## src/rtl/multicycle_control_unit_pkg.sv

```systemverilog
// Shared definitions for the multicycle control unit: opcodes, FSM states,
// RF write-back source codes, instruction classes and the select vector.
package multicycle_control_unit_pkg;

    // Opcode field values (IR[6:0]) understood by the core
    localparam logic [6:0] OPC_LOAD   = 7'b0000011;
    localparam logic [6:0] OPC_STORE  = 7'b0100011;
    localparam logic [6:0] OPC_OP     = 7'b0110011;
    localparam logic [6:0] OPC_OPIMM  = 7'b0010011;
    localparam logic [6:0] OPC_AUIPC  = 7'b0010111;
    localparam logic [6:0] OPC_JAL    = 7'b1101111;
    localparam logic [6:0] OPC_JALR   = 7'b1100111;
    localparam logic [6:0] OPC_BRANCH = 7'b1100011;

    // FSM states; the encoding is visible on the debug state port
    typedef enum logic [2:0] {
        ST_INIT   = 3'd0,
        ST_FETCH  = 3'd1,
        ST_DECODE = 3'd2,
        ST_EXEC   = 3'd3,
        ST_MEM    = 3'd4,
        ST_WB     = 3'd5,
        ST_TRAP   = 3'd6
    } state_e;

    // Register-file write-back source codes
    localparam logic [1:0] RF_DIN_MEM   = 2'd0;
    localparam logic [1:0] RF_DIN_ULA   = 2'd1;
    localparam logic [1:0] RF_DIN_PC4   = 2'd2;
    localparam logic [1:0] RF_DIN_PCIMM = 2'd3;

    // Instruction classes produced by the decoder
    typedef enum logic [3:0] {
        CLS_ILLEGAL = 4'd0,
        CLS_LD      = 4'd1,
        CLS_ADD     = 4'd2,
        CLS_SUB     = 4'd3,
        CLS_ADDI    = 4'd4,
        CLS_ST      = 4'd5,
        CLS_BEQ     = 4'd6,
        CLS_BNE     = 4'd7,
        CLS_AUIPC   = 4'd8,
        CLS_JAL     = 4'd9,
        CLS_JALR    = 4'd10
    } instr_class_e;

    // Datapath select vector held from EXEC through WB
    typedef struct packed {
        logic       sub;
        logic       din2Sel;
        logic [1:0] rfDinSel;
        logic       pcNextSel;
        logic       pcAdderSel;
    } sel_vec_t;

    localparam sel_vec_t SEL_NONE = '0;

    // Builds a select vector from its individual fields
    function automatic sel_vec_t mkSel(input logic s, input logic d,
                                       input logic [1:0] rf,
                                       input logic pn, input logic pa);
        sel_vec_t v;
        v.sub        = s;
        v.din2Sel    = d;
        v.rfDinSel   = rf;
        v.pcNextSel  = pn;
        v.pcAdderSel = pa;
        return v;
    endfunction

    // Classes that write a destination register in WB
    function automatic logic clsWritesRf(input instr_class_e c);
        return (c == CLS_LD)    || (c == CLS_ADD) || (c == CLS_SUB) ||
               (c == CLS_ADDI)  || (c == CLS_AUIPC) ||
               (c == CLS_JAL)   || (c == CLS_JALR);
    endfunction

    // Classes that need the extra MEM cycle
    function automatic logic clsUsesMem(input instr_class_e c);
        return (c == CLS_LD) || (c == CLS_ST);
    endfunction

    // Conditional branches whose PC adder select depends on the zero flag
    function automatic logic clsIsBranch(input instr_class_e c);
        return (c == CLS_BEQ) || (c == CLS_BNE);
    endfunction

endpackage

```

## src/rtl/multicycle_control_unit_instr_decoder.sv

```systemverilog
// Combinational instruction decoder: classifies the IR fields and produces
// the datapath select vector plus an illegal-instruction flag.
module instr_decoder
    import multicycle_control_unit_pkg::*;
(
    input  logic [6:0]   i_opcode,
    input  logic [2:0]   i_funct3,
    input  logic         i_funct7_5,
    output instr_class_e o_class,
    output sel_vec_t     o_sel,
    output logic         o_illegal
);

    // Anything not explicitly recognised falls through as illegal
    always_comb begin
        o_class = CLS_ILLEGAL;
        o_sel   = SEL_NONE;
        case (i_opcode)
            OPC_LOAD: begin
                if (i_funct3 == 3'b011) begin
                    o_class = CLS_LD;
                    o_sel   = mkSel(1'b0, 1'b1, RF_DIN_MEM, 1'b0, 1'b0);
                end
            end
            OPC_STORE: begin
                if (i_funct3 == 3'b011) begin
                    o_class = CLS_ST;
                    o_sel   = mkSel(1'b0, 1'b1, RF_DIN_MEM, 1'b0, 1'b0);
                end
            end
            OPC_OP: begin
                if (i_funct3 == 3'b000) begin
                    if (i_funct7_5) begin
                        o_class = CLS_SUB;
                        o_sel   = mkSel(1'b1, 1'b0, RF_DIN_ULA, 1'b0, 1'b0);
                    end else begin
                        o_class = CLS_ADD;
                        o_sel   = mkSel(1'b0, 1'b0, RF_DIN_ULA, 1'b0, 1'b0);
                    end
                end
            end
            OPC_OPIMM: begin
                if ((i_funct3 == 3'b000) && !i_funct7_5) begin
                    o_class = CLS_ADDI;
                    o_sel   = mkSel(1'b0, 1'b1, RF_DIN_ULA, 1'b0, 1'b0);
                end
            end
            OPC_BRANCH: begin
                if (i_funct3 == 3'b000) begin
                    o_class = CLS_BEQ;
                    o_sel   = mkSel(1'b1, 1'b0, RF_DIN_MEM, 1'b0, 1'b0);
                end else if (i_funct3 == 3'b001) begin
                    o_class = CLS_BNE;
                    o_sel   = mkSel(1'b1, 1'b0, RF_DIN_MEM, 1'b0, 1'b0);
                end
            end
            OPC_AUIPC: begin
                o_class = CLS_AUIPC;
                o_sel   = mkSel(1'b0, 1'b0, RF_DIN_PCIMM, 1'b0, 1'b1);
            end
            OPC_JAL: begin
                o_class = CLS_JAL;
                o_sel   = mkSel(1'b0, 1'b0, RF_DIN_PC4, 1'b1, 1'b1);
            end
            OPC_JALR: begin
                if (i_funct3 == 3'b000) begin
                    o_class = CLS_JALR;
                    o_sel   = mkSel(1'b0, 1'b1, RF_DIN_PC4, 1'b1, 1'b0);
                end
            end
            default: begin
                o_class = CLS_ILLEGAL;
                o_sel   = SEL_NONE;
            end
        endcase
    end

    assign o_illegal = (o_class == CLS_ILLEGAL);

endmodule

```

## src/rtl/multicycle_control_unit.sv

```systemverilog
// Multicycle control FSM for the load-store datapath. Sequences
// INIT -> FETCH -> DECODE -> EXEC -> [MEM] -> WB and traps on illegal code.
module multicycle_control_unit
    import multicycle_control_unit_pkg::*;
#(
    parameter int INIT_CYCLES = 1
) (
    input  logic       CLK,
    input  logic       reset,
    input  logic [6:0] opcode,
    input  logic [2:0] funct3,
    input  logic       funct7_5,
    input  logic       zero,
    output logic       sub,
    output logic       ULA_din2_sel,
    output logic [1:0] RF_din_sel,
    output logic       WE_RF,
    output logic       WE_MEM,
    output logic       load_pc,
    output logic       reset_pc,
    output logic       pc_next_sel,
    output logic       pc_adder_sel,
    output logic       reset_ir,
    output logic       load_ir,
    output logic       instr_done,
    output logic       halted,
    output logic [2:0] state
);

    localparam logic [3:0] INIT_LAST = 4'(INIT_CYCLES - 1);

    state_e       r_state;
    state_e       w_nextState;
    logic [3:0]   r_initCnt;
    instr_class_e r_cls;
    sel_vec_t     r_sel;
    instr_class_e w_cls;
    sel_vec_t     w_sel;
    logic         w_illegal;
    logic         w_branchTaken;

    instr_decoder u_decoder (
        .i_opcode   (opcode),
        .i_funct3   (funct3),
        .i_funct7_5 (funct7_5),
        .o_class    (w_cls),
        .o_sel      (w_sel),
        .o_illegal  (w_illegal)
    );

    // Branch outcome follows the live zero flag; IR is stable so the
    // registered class stands in for funct3
    assign w_branchTaken = ((r_cls == CLS_BEQ) &&  zero) ||
                           ((r_cls == CLS_BNE) && !zero);

    assign state = 3'(r_state);

    // State register and INIT hold counter; reset wins over everything
    always_ff @(posedge CLK) begin
        if (reset) begin
            r_state   <= ST_INIT;
            r_initCnt <= '0;
        end else begin
            r_state   <= w_nextState;
            r_initCnt <= (r_state == ST_INIT) ? r_initCnt + 4'd1 : 4'd0;
        end
    end

    // Capture the decoded class and selects as DECODE completes
    always_ff @(posedge CLK) begin
        if (reset) begin
            r_cls <= CLS_ILLEGAL;
            r_sel <= SEL_NONE;
        end else if (r_state == ST_DECODE) begin
            r_cls <= w_cls;
            r_sel <= w_sel;
        end
    end

    // Next-state and per-state control outputs
    always_comb begin
        w_nextState  = r_state;
        sub          = 1'b0;
        ULA_din2_sel = 1'b0;
        RF_din_sel   = RF_DIN_MEM;
        WE_RF        = 1'b0;
        WE_MEM       = 1'b0;
        load_pc      = 1'b0;
        reset_pc     = 1'b0;
        pc_next_sel  = 1'b0;
        pc_adder_sel = 1'b0;
        reset_ir     = 1'b0;
        load_ir      = 1'b0;
        instr_done   = 1'b0;
        halted       = 1'b0;

        if ((r_state == ST_EXEC) || (r_state == ST_MEM) || (r_state == ST_WB)) begin
            sub          = r_sel.sub;
            ULA_din2_sel = r_sel.din2Sel;
            RF_din_sel   = r_sel.rfDinSel;
            pc_next_sel  = r_sel.pcNextSel;
            pc_adder_sel = clsIsBranch(r_cls) ? w_branchTaken : r_sel.pcAdderSel;
        end

        case (r_state)
            ST_INIT: begin
                reset_pc = 1'b1;
                reset_ir = 1'b1;
                if (r_initCnt == INIT_LAST) begin
                    w_nextState = ST_FETCH;
                end
            end
            ST_FETCH: begin
                load_ir     = 1'b1;
                w_nextState = ST_DECODE;
            end
            ST_DECODE: begin
                w_nextState = w_illegal ? ST_TRAP : ST_EXEC;
            end
            ST_EXEC: begin
                w_nextState = clsUsesMem(r_cls) ? ST_MEM : ST_WB;
            end
            ST_MEM: begin
                WE_MEM      = (r_cls == CLS_ST);
                w_nextState = ST_WB;
            end
            ST_WB: begin
                WE_RF      = clsWritesRf(r_cls);
                load_pc    = 1'b1;
                instr_done = 1'b1;
                if (r_cls == CLS_AUIPC) begin
                    pc_adder_sel = 1'b0;
                end
                w_nextState = ST_FETCH;
            end
            ST_TRAP: begin
                halted       = 1'b1;
                sub          = 1'b0;
                ULA_din2_sel = 1'b0;
                RF_din_sel   = RF_DIN_MEM;
                pc_next_sel  = 1'b0;
                pc_adder_sel = 1'b0;
                w_nextState  = ST_TRAP;
            end
            default: begin
                w_nextState = ST_INIT;
            end
        endcase
    end

endmodule

```

## config.mk

```make
export PLATFORM = sky130hd
export DESIGN_NAME = multicycle_control_unit
export DESIGN_NICKNAME = d
export VERILOG_FILES = /design/src/rtl/multicycle_control_unit_pkg.sv /design/src/rtl/multicycle_control_unit_instr_decoder.sv /design/src/rtl/multicycle_control_unit.sv
export SDC_FILE = /design/constraint.sdc
export NUM_CORES = 1
export LEC_CHECK = 0
export ABC_AREA = 1
export BUFFER_PORTS_ARGS = -buffer_cell sky130_fd_sc_hd__buf_4
export CAP_MARGIN = 20
export CORE_MARGIN = 2
export CORE_UTILIZATION = 40
export CTS_BUF_LIST = sky130_fd_sc_hd__clkbuf_8
export DETAILED_ROUTE_END_ITERATION = 7
export PLACE_DENSITY = 0.61
export SYNTH_ARGS = -nofsm -noshare
export SYNTH_HDL_FRONTEND = slang
export SYNTH_SLANG_ARGS = --single-unit
```

## constraint.sdc

```tcl
create_clock -name CLK -period 1.4 [get_ports CLK]
set_input_delay 0.21 -clock CLK [delete_from_list [all_inputs] [get_ports CLK]]
set_output_delay 0.21 -clock CLK [all_outputs]
set_load 0.05 [all_outputs]
```

* Yosys cells after proc, flatten, opt, wreduce, memory -nomap -nowiden
Index checks and enable logic that the tools add are counted.
** Word-level totals
- Register bits after elaboration :: 17
- Input port bits :: 14
- Output and inout bits :: 17
- Word-level logic and storage cells :: 98
** Cells by class
- Add/subtract/negate cells :: 1
- Equality and inequality tests :: 27
- Mux-type cells :: 39
- Bitwise operators :: 1
- Reductions and logical operators :: 22
** Operator list (number)
- $pmux W6 S7 :: 1
- $pmux W4 S8 :: 1
- $mux W6 :: 4
- $eq A7 B7 Y1 const B :: 3
- $pmux W3 S7 :: 1
- $mux W1 :: 18
- $eq A4 B3 Y1 const B :: 4
- $mux W3 :: 5
- $mux W5 :: 3
- $eq A7 B5 Y1 const B :: 2
- $eq A7 B6 Y1 const B :: 2
- $eq A4 B4 Y1 const B :: 3
- $mux W4 :: 3
- $logic_or A1 B1 Y1 :: 11
- $eq A3 B2 Y1 const B :: 3
- $eq A3 B3 Y1 const B :: 3
- $eq A4 B2 Y1 const B :: 2
- $logic_not A4 Y1 :: 2
- $eq A7 B2 Y1 const B :: 1
- $eq A3 B1 Y1 const B :: 2
- $logic_not A3 Y1 :: 2
- $add A4 B1 Y4 const B :: 1
- $eq A4 B1 Y1 const B :: 1
- $mux W2 :: 2
- 6 further kinds :: 10

* Depth between registers and ports, before layout
- Word-level depth :: 8
- Mapped depth :: 10
- Gate-level depth less buffers :: 10

* Modules after synthesis
Synthesis repeated with hierarchy kept, for this count alone.
** Second synthesis, totals
- Cells, all modules :: 200
- Area, all modules :: 1322.5 um^2
** By module, submodules not included
- multicycle_control_unit :: times used 1, cells each 130, area an instance 974.7 um^2, sequential area each 340.3 um^2
- instr_decoder :: times used 1, cells each 70, area an instance 347.8 um^2, sequential area each 0.0 um^2

* Least setup slack after synthesis
No wires, ideal clock.
- Path kind :: register -> output
- From :: register r_state[2], in the netlist state[2]
- To :: output port WE_RF
- Arrival :: 2.493 ns
- Data required time :: 1.190 ns
- Setup slack :: -1.303 ns
- Cell stages (with the launch flop) :: 5
- Path buffers :: 0
- Cells stage by stage :: dfxtp_1 inv_2 nor2_2 o221ai_1 a21oi_1
** On the way
- Word-level cells in the longest chain between the ends :: 2
** Ends and longest elaborated chain
- start: declaration :: RTL line multicycle_control_unit.sv:32 : state_e r_state;
- start signal: assignment :: RTL line multicycle_control_unit.sv:64 : r_state <= w_nextState;
- $eq A3 B3 Y1 :: RTL line multicycle_control_unit.sv:105 : case (r_state)
- $mux W1 :: RTL line multicycle_control_unit.sv:105
- end: declaration :: RTL line multicycle_control_unit.sv:17 : output logic WE_RF,
Every way passes these cells.

* Worst setup path in the final report
- From :: register r_cls[1]
- To :: output port pc_adder_sel
** On the way
- Word-level cells in the longest chain between the ends :: 7
- Elaborated cells between the ends (all ways) :: 11
- Those cells by class :: eq/ne (3); mux (4); reduce/logical (4)
** Ends and longest elaborated chain
- start: declaration :: RTL line multicycle_control_unit.sv:35 : instr_class_e r_cls;
- start signal: assignment :: RTL line multicycle_control_unit.sv:75 : r_cls <= w_cls;
- $eq A4 B3 Y1, on equally long branches :: RTL line multicycle_control_unit_pkg.sv:85, multicycle_control_unit.sv:53, multicycle_control_unit.sv:54
- $logic_and A1 B1 Y1, on equally long branches :: RTL line multicycle_control_unit.sv:53, multicycle_control_unit.sv:54
- $logic_or A1 B1 Y1 :: RTL line multicycle_control_unit.sv:53 : assign w_branchTaken = ((r_cls == CLS_BEQ) && zero) ||
- $mux W1 :: RTL line multicycle_control_unit.sv:102 : pc_adder_sel = clsIsBranch(r_cls) ? w_branchTaken : r_sel.pcAdderSel;
- $mux W1 :: RTL line multicycle_control_unit.sv:97 : if ((r_state == ST_EXEC) || (r_state == ST_MEM) || (r_state == ST_WB)) begin
- $mux W1 :: RTL line multicycle_control_unit.sv:131 : if (r_cls == CLS_AUIPC) begin
- $pmux W1 S2 * :: RTL line multicycle_control_unit.sv:105
- end: declaration :: RTL line multicycle_control_unit.sv:22 : output logic pc_adder_sel,
Every way passes the cells marked *; elsewhere a longest branch is shown, timed or not.

==> flow_metrics.py <==
metrics = {
    "status": {
        "status": "finished, violations left",
        "violations": "setup timing",
    },
    "clocking": {
        "cts.sink_count": 16,
        "cts_tree": "yes",
        "cts-buffers-inserted": 3,
        "cts_root_buf": "sky130_fd_sc_hd__clkbuf_8",
        "clk_latency_ps": 250,
        "clk_pin_slew_ps": 70,
        "post_cts_hold_buffer_count": 0,
        "clock_tree.buffer_depth": 2,
        "cts_max_level": 1,
    },
    "floorplanning": {
        "die_width_um": 57.88,
        "floorplan.initialDensity_pct": 42.11,
        "die_height_um": 57.88,
        "fp-row-count": 19,
        "dieArea_sq_um": 3350,
        "io-pin-count": 31,
        "coreArea_sq_um": 2758,
    },
    "critical_path": {
        "worst_ep_required_time_ps": 1190,
        "arrival_time_of_data_at_the_critical_path_endpoint_ps": 1390,
        "timing.critical_path.from_type": "flop",
        "setup.worst_path.end_class": "output port",
        "crit_path_max_fanout": 3,
        "path_class": "reg2out",
    },
    "synthesis": {
        "synth_top_area_share_pct": 27.59,
        "postSynth.asyncResetShare_pct": 0,
        "seq_area_frac_synth_pct": 27.59,
        "synth_simple_gate_area_share_pct": 44.83,
        "synth_edf_count": 0,
        "yosys.area_share.xor_xnor_pct": 1.509,
        "post_synth_fa_ha_maj_area_fraction_pct": 2.155,
        "synth_area_leaders": "sky130_fd_sc_hd__dfxtp_1 (28%), sky130_fd_sc_hd__nor2_1 (10%), sky130_fd_sc_hd__nand2_1 (9.7%), sky130_fd_sc_hd__inv_1 (7.8%), sky130_fd_sc_hd__nand3_1 (5.6%)",
        "main_flop_type_after_synthesis": "sky130_fd_sc_hd__dfxtp_1",
        "synthDistinctLibCells": 31,
        "largest_family_of_logic_cells_by_synthesized_area": "simple AND/OR/NAND/NOR gates",
        "yosys-mux-area-fraction_pct": 0,
        "synthesis.nets": 191,
        "synth_compound_gate_area_share_pct": 12.07,
        "syn-cell-area_sq_um": 1161,
        "synth.ff_latch_count": 16,
        "syn-mean-instance-area_sq_um": 6.635,
        "syn-instance-count": 175,
        "yosysWarnings": 0,
        "library_cell_with_the_largest_summed_area_after_synthesis": "sky130_fd_sc_hd__dfxtp_1",
    },
    "timing": {
        "rsz_0062_raised_after_global_routing": "yes",
        "clock-skew-final_ps": 2.424,
        "clock.fmax_mhz": 623.2,
        "final_critical_path_share_of_the_clock_period_pct": 114.6,
        "fin_ws_ps": -204.7,
        "slew_viol_final": 0,
        "relSlewSlack_pct": 75.18,
        "finalSetupViolCount": 11,
        "worstMarginPinSlew_ps": 371.4,
        "final_hold_viol_count": 0,
        "fin_hold_ws_ps": 196.4,
        "period_minus_slack_ps": 1605,
    },
    "detailed_routing": {
        "vias": 1260,
        "drt_first_pass_iters": 4,
        "final_antenna_net_count": 0,
        "routed_wire_length_per_instance_um": 11.46,
        "drc": 0,
        "first_iter_violations": 39,
        "postRouteWirelength_mm": 2.934,
        "via_per_inst": 4.922,
    },
    "layout": {
        "finish.net_count": 242,
        "drive_gt1_share_pct": 48.44,
        "post-route-cell-area_sq_um": 1857,
        "antenna_cells_inserted": 0,
        "areaGrowthSynthToFinish_pct": 59.91,
        "layoutNonFillerInstCount": 256,
    },
    "power": {
        "clockPowerShare_pct": 13.3,
        "power.switching_fraction_pct": 48.13,
        "combinationalPowerShare_pct": 63.5,
        "p_sw_mw": 1.528,
        "pwr-share-seq_pct": 23.3,
        "power_leakage_nw": 0.8502,
        "p_int_mw": 1.647,
        "peakVddDrop_uv": 1859,
        "power.density_nw_per_um2": 1710,
    },
    "min_path": {
        "min_path_type": "in2reg",
    },
    "global_routing": {
        "grt_pass1_wl_mm": 5.244,
        "grt_max_degree": 12,
        "busiest_layer": "met2",
        "globalRouteMet2Util_pct": 33.12,
        "grt_pass1_vias": 1238,
        "grtUsageTotal_pct": 20.08,
        "grt.overflow.total": 0,
        "antenna_found_initial": 0,
        "grtUsageMet3_pct": 4.241,
        "met1_demand_to_capacity_share_in_global_routing_pct": 25.91,
    },
    "placed_design": {
        "buffer_ports.inserted": 30,
        "place_hpwl_mm": 2.347,
        "post-place-ws_ps": -2.256,
        "place.gp.congestion": 0.7961,
        "dp_cells": 249,
        "postPlaceCellArea_sq_um": 1630,
    },
    "run": {
        "max_cap_viol_count": 0,
    },
}
[power groups by stage]
stage	clock, mW	sequential (mW)	combinational, mW
2_1_floorplan	0	0.835	0.988
3_3_place_gp	0	0.698	1.70
3_5_place_dp	0	0.704	1.73
4_1_cts	0.427	0.704	1.82
5_1_grt	0.454	0.761	2.15
6_report	0.421	0.739	2.02
[synth_stat cells, types with 2 or more instances]
cell type / n
sky130_fd_sc_hd__a211oi_1: 3
sky130_fd_sc_hd__a21oi_1: 10
sky130_fd_sc_hd__a21oi_2: 2
sky130_fd_sc_hd__buf_4: 2
sky130_fd_sc_hd__dfxtp_1: 16
sky130_fd_sc_hd__ha_1: 2
sky130_fd_sc_hd__inv_1: 24
sky130_fd_sc_hd__inv_2: 6
sky130_fd_sc_hd__nand2_1: 30
sky130_fd_sc_hd__nand2_2: 5
sky130_fd_sc_hd__nand3_1: 13
sky130_fd_sc_hd__nand3_2: 2
sky130_fd_sc_hd__nand4_1: 2
sky130_fd_sc_hd__nor2_1: 31
sky130_fd_sc_hd__nor2_2: 3
sky130_fd_sc_hd__nor2_8: 2
sky130_fd_sc_hd__nor3_1: 5
sky130_fd_sc_hd__nor3_4: 2
sky130_fd_sc_hd__o211ai_1: 2
sky130_fd_sc_hd__o21ai_0: 2
[path summary, 6_finish.rpt]
kind / startpoint / to / slack [ps] / depth (start not counted)
hold / removal: reset / state[2] / 200 / 2
setup reg to reg: state[0] / state[2] / 130 / 8
setup / recovery: r_cls[1] / pc_adder_sel / -200 / 7
hold reg to reg: r_sel[5] / r_sel[5] / 470 / 2
[flip-flops by register name, indices dropped and copies added (netlist names)]
name / flops
r_cls: 4
r_sel: 5
state: 3
r_initCnt: 4
[metal layers]
layer / part of all wire, % / vias to the layer above
li1: - / 662
met1: 44 / 571
met2: 52 / 23
met3: 3.1 / 4
met4: 0.82 / 0
met5: 0 / -
[final cells by class]
class                   count  area (sq um)
multi-input cells         125         850.8
well taps                  31         38.79
clock buffers               4         55.05
fillers                   242         900.9
flip-flops and latches     16         336.6
inverters                  31         128.9
repair buffers             49         446.7
[timing repair]
action,in CTS,in global routing
gates resized for setup,23,22
setup buffers,3,4
pin swaps,4,7
setup endpoints to repair,12,16
[kinds of logic after synthesis]
logic type / count (synthesis)
and+or+nand+nor: 99
DFF: 16
adders and majority gates: 2
AOI/OAI and AO/OA: 22
buffers and inverters: 34
xor gates and xnor gates: 2
[worst max-delay path, stage by stage (launching register included)]
cell and delay [ps]:
sky130_fd_sc_hd__dfxtp_2 370, sky130_fd_sc_hd__inv_1 70, sky130_fd_sc_hd__nor3_2 230, sky130_fd_sc_hd__nand2_1 100, sky130_fd_sc_hd__nand2_1 70, sky130_fd_sc_hd__o211ai_1 100
sky130_fd_sc_hd__inv_2 70, sky130_fd_sc_hd__buf_8 140
[metrics by stage]
| step | power (mW) | setup TNS, ps | utilization [%] |
|---|---|---|---|
| CTS | 2.952 | -1615 | 64.29 |
| finish | 3.175 | -1444 | 67.33 |
| global route | 3.367 | -2390 | 67.33 |
| detailed placement | 2.430 | -2.256 | 59.12 |
| floorplan | 1.823 | -1876 | - |
| global placement | 2.401 | 0 | 59.12 |
[layout by cell type (no fill, tap or decap), types with 2 or more instances in the layout]
cell type                  Yosys  layout
sky130_fd_sc_hd__buf_4         2      33
sky130_fd_sc_hd__nand2_1      30      28
sky130_fd_sc_hd__inv_1        24      19
sky130_fd_sc_hd__nor2_1       31      19
sky130_fd_sc_hd__nand3_1      13      13
sky130_fd_sc_hd__nor2_4        1      12
sky130_fd_sc_hd__buf_6         0      11
sky130_fd_sc_hd__dfxtp_1      16      11
sky130_fd_sc_hd__a21oi_1      10       9
sky130_fd_sc_hd__inv_2         6       8
sky130_fd_sc_hd__nand2_2       5       5
sky130_fd_sc_hd__buf_8         0       5
sky130_fd_sc_hd__nor2_2        3       4
sky130_fd_sc_hd__clkbuf_8      0       4
sky130_fd_sc_hd__dfxtp_4       0       4
sky130_fd_sc_hd__inv_4         1       3
sky130_fd_sc_hd__nor3_4        2       3
sky130_fd_sc_hd__a211oi_1      3       3
sky130_fd_sc_hd__nand2_4       1       2
sky130_fd_sc_hd__nor3_2        0       2
sky130_fd_sc_hd__o211ai_1      2       2
sky130_fd_sc_hd__nand4_1       2       2
sky130_fd_sc_hd__nor2_8        2       2
sky130_fd_sc_hd__nand3_2       2       2
sky130_fd_sc_hd__nor3_1        5       2
sky130_fd_sc_hd__o21ai_0       2       2
sky130_fd_sc_hd__a21oi_2       2       2
sky130_fd_sc_hd__ha_1          2       2
No activity file was read; power rests on OpenSTA's default activity.
